### config.mk
export PLATFORM = sky130hd
export DESIGN_NAME = unidade_bcd_input
export DESIGN_NICKNAME = d
export VERILOG_FILES = /design/src/rtl/unidade_bcd_input.sv
export SDC_FILE = /design/constraint.sdc
export NUM_CORES = 1
export LEC_CHECK = 0
export ABC_AREA = 0
export BUFFER_PORTS_ARGS = -buffer_cell sky130_fd_sc_hd__buf_4
export CAP_MARGIN = 0
export CORE_UTILIZATION = 40
export DETAILED_ROUTE_END_ITERATION = 6
export GPL_TIMING_DRIVEN = 0
export PLACE_DENSITY_LB_ADDON = 0.2
export SYNTH_ARGS = -nofsm -noshare
export SYNTH_HDL_FRONTEND = slang
export SYNTH_SLANG_ARGS = --single-unit
### constraint.sdc
create_clock -name clock -period 2.3 [get_ports clock]
set_clock_uncertainty 0.05 [all_clocks]
set_input_delay 0.115 -clock clock [delete_from_list [all_inputs] [get_ports clock]]
set_output_delay 0.115 -clock clock [all_outputs]
set_load 0.005 [all_outputs]
### src/rtl/unidade_bcd_input.sv
// Board-switch BCD input unit: debounces the confirm button, converts two BCD
// digits to binary and offers the result to the CPU through a valid/read handshake.
module unidade_bcd_input #(
  parameter int unsigned DATA_WIDTH      = 32,
  parameter int unsigned DEBOUNCE_CYCLES = 500000
) (
  input  logic                  clock,
  input  logic                  reset,
  input  logic [3:0]            Switch_Unidade,
  input  logic [3:0]            Switch_Dezena,
  input  logic                  Botao,
  input  logic                  Ler,
  output logic [DATA_WIDTH-1:0] Dado,
  output logic                  Valido,
  output logic                  Erro
);

  localparam int unsigned CNT_W = $clog2(DEBOUNCE_CYCLES);
  localparam int unsigned VAL_W = 7;
  localparam logic [CNT_W-1:0] CNT_LAST = CNT_W'(DEBOUNCE_CYCLES - 1);

  typedef enum logic [1:0] {
    S_IDLE,
    S_DEB_PRESS,
    S_CAPTURE,
    S_DEB_RELEASE
  } state_t;

  logic                  r_sync1;
  logic                  r_sync2;
  logic                  w_b_sync;
  state_t                r_state;
  state_t                w_state_nxt;
  logic [CNT_W-1:0]      r_cnt;
  logic [CNT_W-1:0]      w_cnt_nxt;
  logic [DATA_WIDTH-1:0] r_dado;
  logic [DATA_WIDTH-1:0] w_dado_nxt;
  logic                  r_valido;
  logic                  w_valido_nxt;
  logic                  r_erro;
  logic                  w_erro_nxt;
  logic                  w_digits_ok;
  logic [VAL_W-1:0]      w_valor;

  // Two-flop synchronizer for the asynchronous button
  always_ff @(posedge clock or posedge reset) begin
    if (reset) begin
      r_sync1 <= 1'b0;
      r_sync2 <= 1'b0;
    end else begin
      r_sync1 <= Botao;
      r_sync2 <= r_sync1;
    end
  end

  assign w_b_sync    = r_sync2;
  assign w_digits_ok = (Switch_Dezena <= 4'd9) && (Switch_Unidade <= 4'd9);
  assign w_valor     = VAL_W'(Switch_Dezena) * VAL_W'(10) + VAL_W'(Switch_Unidade);

  // State, debounce counter and registered outputs
  always_ff @(posedge clock or posedge reset) begin
    if (reset) begin
      r_state  <= S_IDLE;
      r_cnt    <= '0;
      r_dado   <= '0;
      r_valido <= 1'b0;
      r_erro   <= 1'b0;
    end else begin
      r_state  <= w_state_nxt;
      r_cnt    <= w_cnt_nxt;
      r_dado   <= w_dado_nxt;
      r_valido <= w_valido_nxt;
      r_erro   <= w_erro_nxt;
    end
  end

  // Next-state logic; a valid capture overrides a simultaneous read
  always_comb begin
    w_state_nxt  = r_state;
    w_cnt_nxt    = r_cnt;
    w_dado_nxt   = r_dado;
    w_valido_nxt = r_valido;
    w_erro_nxt   = r_erro;

    if (Ler && r_valido) begin
      w_valido_nxt = 1'b0;
    end

    case (r_state)
      S_IDLE: begin
        if (w_b_sync) begin
          w_state_nxt = S_DEB_PRESS;
          w_cnt_nxt   = '0;
        end
      end
      S_DEB_PRESS: begin
        if (!w_b_sync) begin
          w_state_nxt = S_IDLE;
          w_cnt_nxt   = '0;
        end else if (r_cnt == CNT_LAST) begin
          w_state_nxt = S_CAPTURE;
        end else begin
          w_cnt_nxt = r_cnt + CNT_W'(1);
        end
      end
      S_CAPTURE: begin
        w_state_nxt = S_DEB_RELEASE;
        w_cnt_nxt   = '0;
        if (w_digits_ok) begin
          w_dado_nxt   = DATA_WIDTH'(w_valor);
          w_valido_nxt = 1'b1;
          w_erro_nxt   = 1'b0;
        end else begin
          w_erro_nxt = 1'b1;
        end
      end
      S_DEB_RELEASE: begin
        if (w_b_sync) begin
          w_cnt_nxt = '0;
        end else if (r_cnt == CNT_LAST) begin
          w_state_nxt = S_IDLE;
        end else begin
          w_cnt_nxt = r_cnt + CNT_W'(1);
        end
      end
      default: begin
        w_state_nxt = S_IDLE;
        w_cnt_nxt   = '0;
      end
    endcase
  end

  assign Dado   = r_dado;
  assign Valido = r_valido;
  assign Erro   = r_erro;

endmodule

# After elaboration in Yosys (flattened, before gate mapping)
# Cells that the tools add are included.
# W data, S select, Z words.
# word_totals
reg_bits	32
out_inout_bits	34
elab_cells	40
# classes
n_mul	1
addsub	2
n_mux	15
n_reduce_logical	5
n_lt_le_gt_ge	2
n_eq_ne	8
# ops
operator	n
$mux W19	4
$pmux W19 S4	1
$add A19 B1 Y19 const B	1
$eq A19 B19 Y1 const B	1
$mux W2	5
$le A4 B4 Y1 const B	2
$pmux W2 S4	1
$add A7 B4 Y7	1
$mul A4 B3 Y6 const B	1
$ne A2 B2 Y1 const B	3
$eq A2 B2 Y1 const B	2
$mux W1	4
$reduce_and A4 Y1	1
$ne A3 B3 Y1 const B	1
$eq A2 B1 Y1 const B	1
$logic_and A1 B1 Y1	2
$logic_not A2 Y1	1
$reduce_and A2 Y1	1

# Logic depth before layout (Yosys ltp)
# logic_depth
depth_word	4
depth_mapped	7

# Worst setup path after synthesis
# No wires, ideal clock.
# synth_path
kind	reg-to-reg
startpoint	reg r_cnt[0]
endpoint	reg r_state[0]
path_stages_with_launch	8
synth_period_minus_slack_ps	1873
n_path_buf	1
setup_slack_ps	427
arrival_time_ps	1697
t_required_ps	2124
setup_ps	126
cell_sequence	dfrtp_1 ha_1 and4_4 nand4_4 nor3_2 buf_6 nand2_4 maj3_2
# synth_between
elab_chain_cells	3
elab_cells_between_ends	4
# synth_rtl
element	line_no	text
start, declared	34	logic [CNT_W-1:0] r_cnt;
start signal, assigned	70	r_cnt <= w_cnt_nxt;
$eq A19 B19 Y1 *	100, 120	
$ne A3 B3 Y1 (no source line) / $ne A2 B2 Y1 (equally long branches)	--	
$reduce_and A4 Y1 (no source line) *	--	
end signal, assigned	69	r_state <= w_state_nxt;
end, declared	32	state_t r_state;
# Every way passes the cells marked *; elsewhere a longest branch is shown, timed or not.
# A chain may end at the register's enable or synchronous reset.

# Worst setup path after layout
# layout_path
startpoint	reg r_cnt[0]
endpoint	reg r_cnt[1]
# layout_between
elab_chain_cells	4
elab_cells_between_ends	6
# layout_rtl
element	line_no	text
$add A19 B1 Y19 / $eq A19 B19 Y1 (equally long branches)	--	
$mux W19 *	100, 120	
$mux W19, on equally long branches	118, 97	
$pmux W19 S4 *	89	case (r_state)
# Marks and branches as above.

==> results by group <==
Outcome
  – Outcome: finished clean

Detailed routing
  – Routed WL: 3.75 mm
  – Antenna viol nets, final: 0
  – DRC violations left: 0
  – Vias/cell: 4.75
  – Via count: 1607
  – Detailed-router iteration count before antenna repair: 4
  – DR iter-0 viols: 91
  – Routed length per instance: 11.1 µm

GRT
  – Total grt overflow: 0
  – GRT met3 Usage: 5.28%
  – Vias in the first global route: 1395
  – Largest net degree at the start of global routing: 33
  – First-pass GRT wire length: 6.31 mm
  – Peak-usage layer in the global routing report: met2
  – Gr usage total: 15.6%
  – GRT met2 Usage: 23.4%
  – Initial antenna violation count: 0
  – Met1 usage: 20.8%

Timing
  – Fin crit share: 88.9%
  – Final hold viol count: 0
  – Tightest Pin Transition: 589 ps
  – Crit path time final: 2050 ps
  – Max-slew violations: 0
  – Max_slew headroom: 60.5%
  – Setup TNS: 0 ps
  – RSZ-0062 raised after global routing: no
  – Final worst setup slack: 254 ps
  – Fmax: 489 MHz
  – Setup-failing EPs final: 0

Setup path
  – R2r setup slk: 250 ps
  – Worst Path Arrival: 2150 ps
  – Critical Path End Type: flop
  – CP Capture Point: r_cnt[1]
  – RR Endpoint: r_cnt[1]
  – Worst path cell trace: ha_1, and4_4, nand4_4, nor3_2, buf_6, nand2b_1, o22ai_1
  – Crit path required time: 2400 ps
  – Critical path type: flop to flop
  – RR Startpoint: r_cnt[0]
  – Crit-path max cell delay: 400 ps
  – Crit start category: flop
  – Critical path depth: 7
  – Worst Setup SP: r_cnt[0]
  – Kind of cell adding the most delay to the critical path: simple AND/OR/NAND/NOR gates
  – Worst path bufs/invs: 1
  – Worst R2R Path Depth: 7
  – Crit path max fanout: 10
  – CP max stage cell: dfrtp_1

Power
  – Worst vdd ir: 0.339 mV
  – Switching power share of the total: 24.2%
  – Switch Pwr: 0.286 mW
  – Reg power frac: 48.7%
  – Total Power: 1.18 mW
  – Logic pwr share: 13.7%
  – LEAKAGE: 1.19 nW
  – PwrDens: 479 nW/µm²
  – Clk pwr share: 37.6%
  – Int Power: 0.894 mW

Final layout
  – Nets: 291
  – Layout cells sized above 1: 24.0%
  – Most common cell after layout, fill and taps aside: buf_4
  – Synth-to-layout area growth: 23.7%
  – FF/Latch Area: 801 µm²
  – Multi-input logic area: 1030 µm²
  – Final Non-Filler Cells: 338
  – Commonest cells after routing, fill and taps aside: 45 x buf_4, 32 x dfrtp_1, 29 x o21ai_0, 25 x conb_1, 21 x nand2_1
  – Number of fillers in the final layout: 459
  – Ant. Diodes: 0

Place
  – RD Place Congestion: 0.800
  – Port-buffer cells: 20
  – Post-DP HPWL: 2.77 mm
  – Pre-CTS setup slack: 257 ps
  – Post-Place Cells: 326

Logic synthesis
  – Sequential share of the synthesized area: 40.2%
  – Mapped Area: 1990 µm²
  – Ys Warns: 0
  – Synth Instances: 215
  – Main synth FF type: dfrtp_1
  – Post-synthesis register bit count: 32
  – Post-synth ARST share: 100%
  – Syn avg cell area: 9.26 µm²
  – Post-synth cell types: 46
  – Post-synth EDFFs: 0

CTS
  – Post-CTS Setup Repair Bufs: 0
  – Htree depth: 2
  – Clock Sinks: 32
  – Clk Latency, worst-skew pair: 290 ps
  – CTS clk-pin slew, worst paths: 60 ps
  – Root buffer cell: clkbuf_8
  – CTS Buffer Depth: 2
  – CTS tree: yes
  – TritonCTS buffer count: 5

Floorplanning
  – Die width: 72.5 µm
  – Row cnt: 25
  – Io pins: 46
  – Chip height: 72.5 µm
  – Initial core utilization: 41.9%
  – Die area: 5260 µm²
  – Core footprint: 4750 µm²

Hold path
  – HP Class: input pin to flop

Job
  – Max-Cap Viols: 0
==> cells by family after synthesis <==
| kind of cell | Yosys count | share of synthesized area (%) |
|---|---|---|
| AND/OR/NAND/NOR | 67 | 18.9 |
| AO/OA/AOI/OAI | 53 | 15.0 |
| buffers and inverters | 40 | 12.8 |
| flip-flops | 32 | 40.2 |
| adder cells (fa/ha/maj) | 10 | 6.98 |
| XOR/XNOR | 8 | 3.52 |
| multiplexers | 4 | 2.39 |
| other | 1 | 0.188 |
==> worst reg2reg max path, cell delays in order (launching register included) <==
cell      delay (ps)
dfrtp_1          400
ha_1             260
and4_4           300
nand4_4          120
nor3_2           250
buf_6            180
nand2b_1         240
o22ai_1          120
==> how the worst min path moves through the flow <==
stage,from,end,cells past startpoint
after floorplan,Botao,r_sync1,0
after global placement,Botao,r_sync1,1
after detailed placement,Botao,r_sync1,1
after CTS,Switch_Unidade[0],Dado[0],2
after global routing,Switch_Unidade[0],Dado[0],2
final,Switch_Unidade[0],Dado[0],2
==> metal layers <==
metal / vias up / share of wire (%)
met2: 39 / 45
li1: 823 / -
met5: - / 0
met1: 738 / 49
met4: 0 / 1.7
met3: 7 / 4.7
==> cell usage after synthesis (all sizes together), types with 2 or more instances <==
library cell   n  area [µm²]
nor4b          2        17.5
clkbuf         6        23.8
or3            4        25.0
ha             7        87.6
and4           2        20.0
xnor2          2        17.5
nor3           8        45.0
buf           27         204
nand3         10        50.1
o31ai          3        22.5
a21oi          8        40.0
o21ai         29         145
dfrtp         32         801
xor2           6        52.6
nor2b          3        18.8
mux2           3        37.5
nor2           4        15.0
nand2         22        90.1
a31oi          6        37.5
inv            7        26.3
fa             2        40.0
and2           2        12.5
nand4          5        46.3
==> flip-flops by register name (all words and copies together), names as in the netlist, named ones only <==
signal / count
r_cnt: 19
Dado: 7
Erro: 1
Valido: 1
r_state: 1
r_sync1: 1
r_sync2: 1
==> metrics by stage <==
stage / hold slack, ps / area, µm² / utilization (%)
global placement: 175 / 2310 / 48.7
CTS: 6.87 / 2420 / 51.0
detailed placement: 178 / 2310 / 48.7
global route: 0.987 / 2460 / 51.8
finish: 16.7 / 2460 / 51.8
floorplan: 96.4 / 2080 / -
==> timing repair <==
item / 4_1_cts / 5_1_grt
hold buffers: 2 / 1
endpoints found under the setup margin: 0 / 0
endpoints found under the hold margin: 2 / 14
resized for setup: 0 / 0
==> power by group through the flow <==
stage	clock network, mW	logic, mW	registers [mW]
after floorplan	0	0.115	0.584
after global placement	0	0.151	0.585
after detailed placement	0	0.152	0.585
after CTS	0.456	0.155	0.575
after global routing	0.482	0.186	0.575
final	0.443	0.162	0.575
==> cell type report <==
cell class              count  share of cell area [%]
multi-input cells         167                    41.7
flip-flops and latches     32                    32.5
plain buffers              33                    9.25
repair buffers             24                    8.43
clock buffers               8                    3.66
well taps                  67                    3.40
inverters                   7                    1.07
Note: power is estimated with default switching activity, not from simulation.
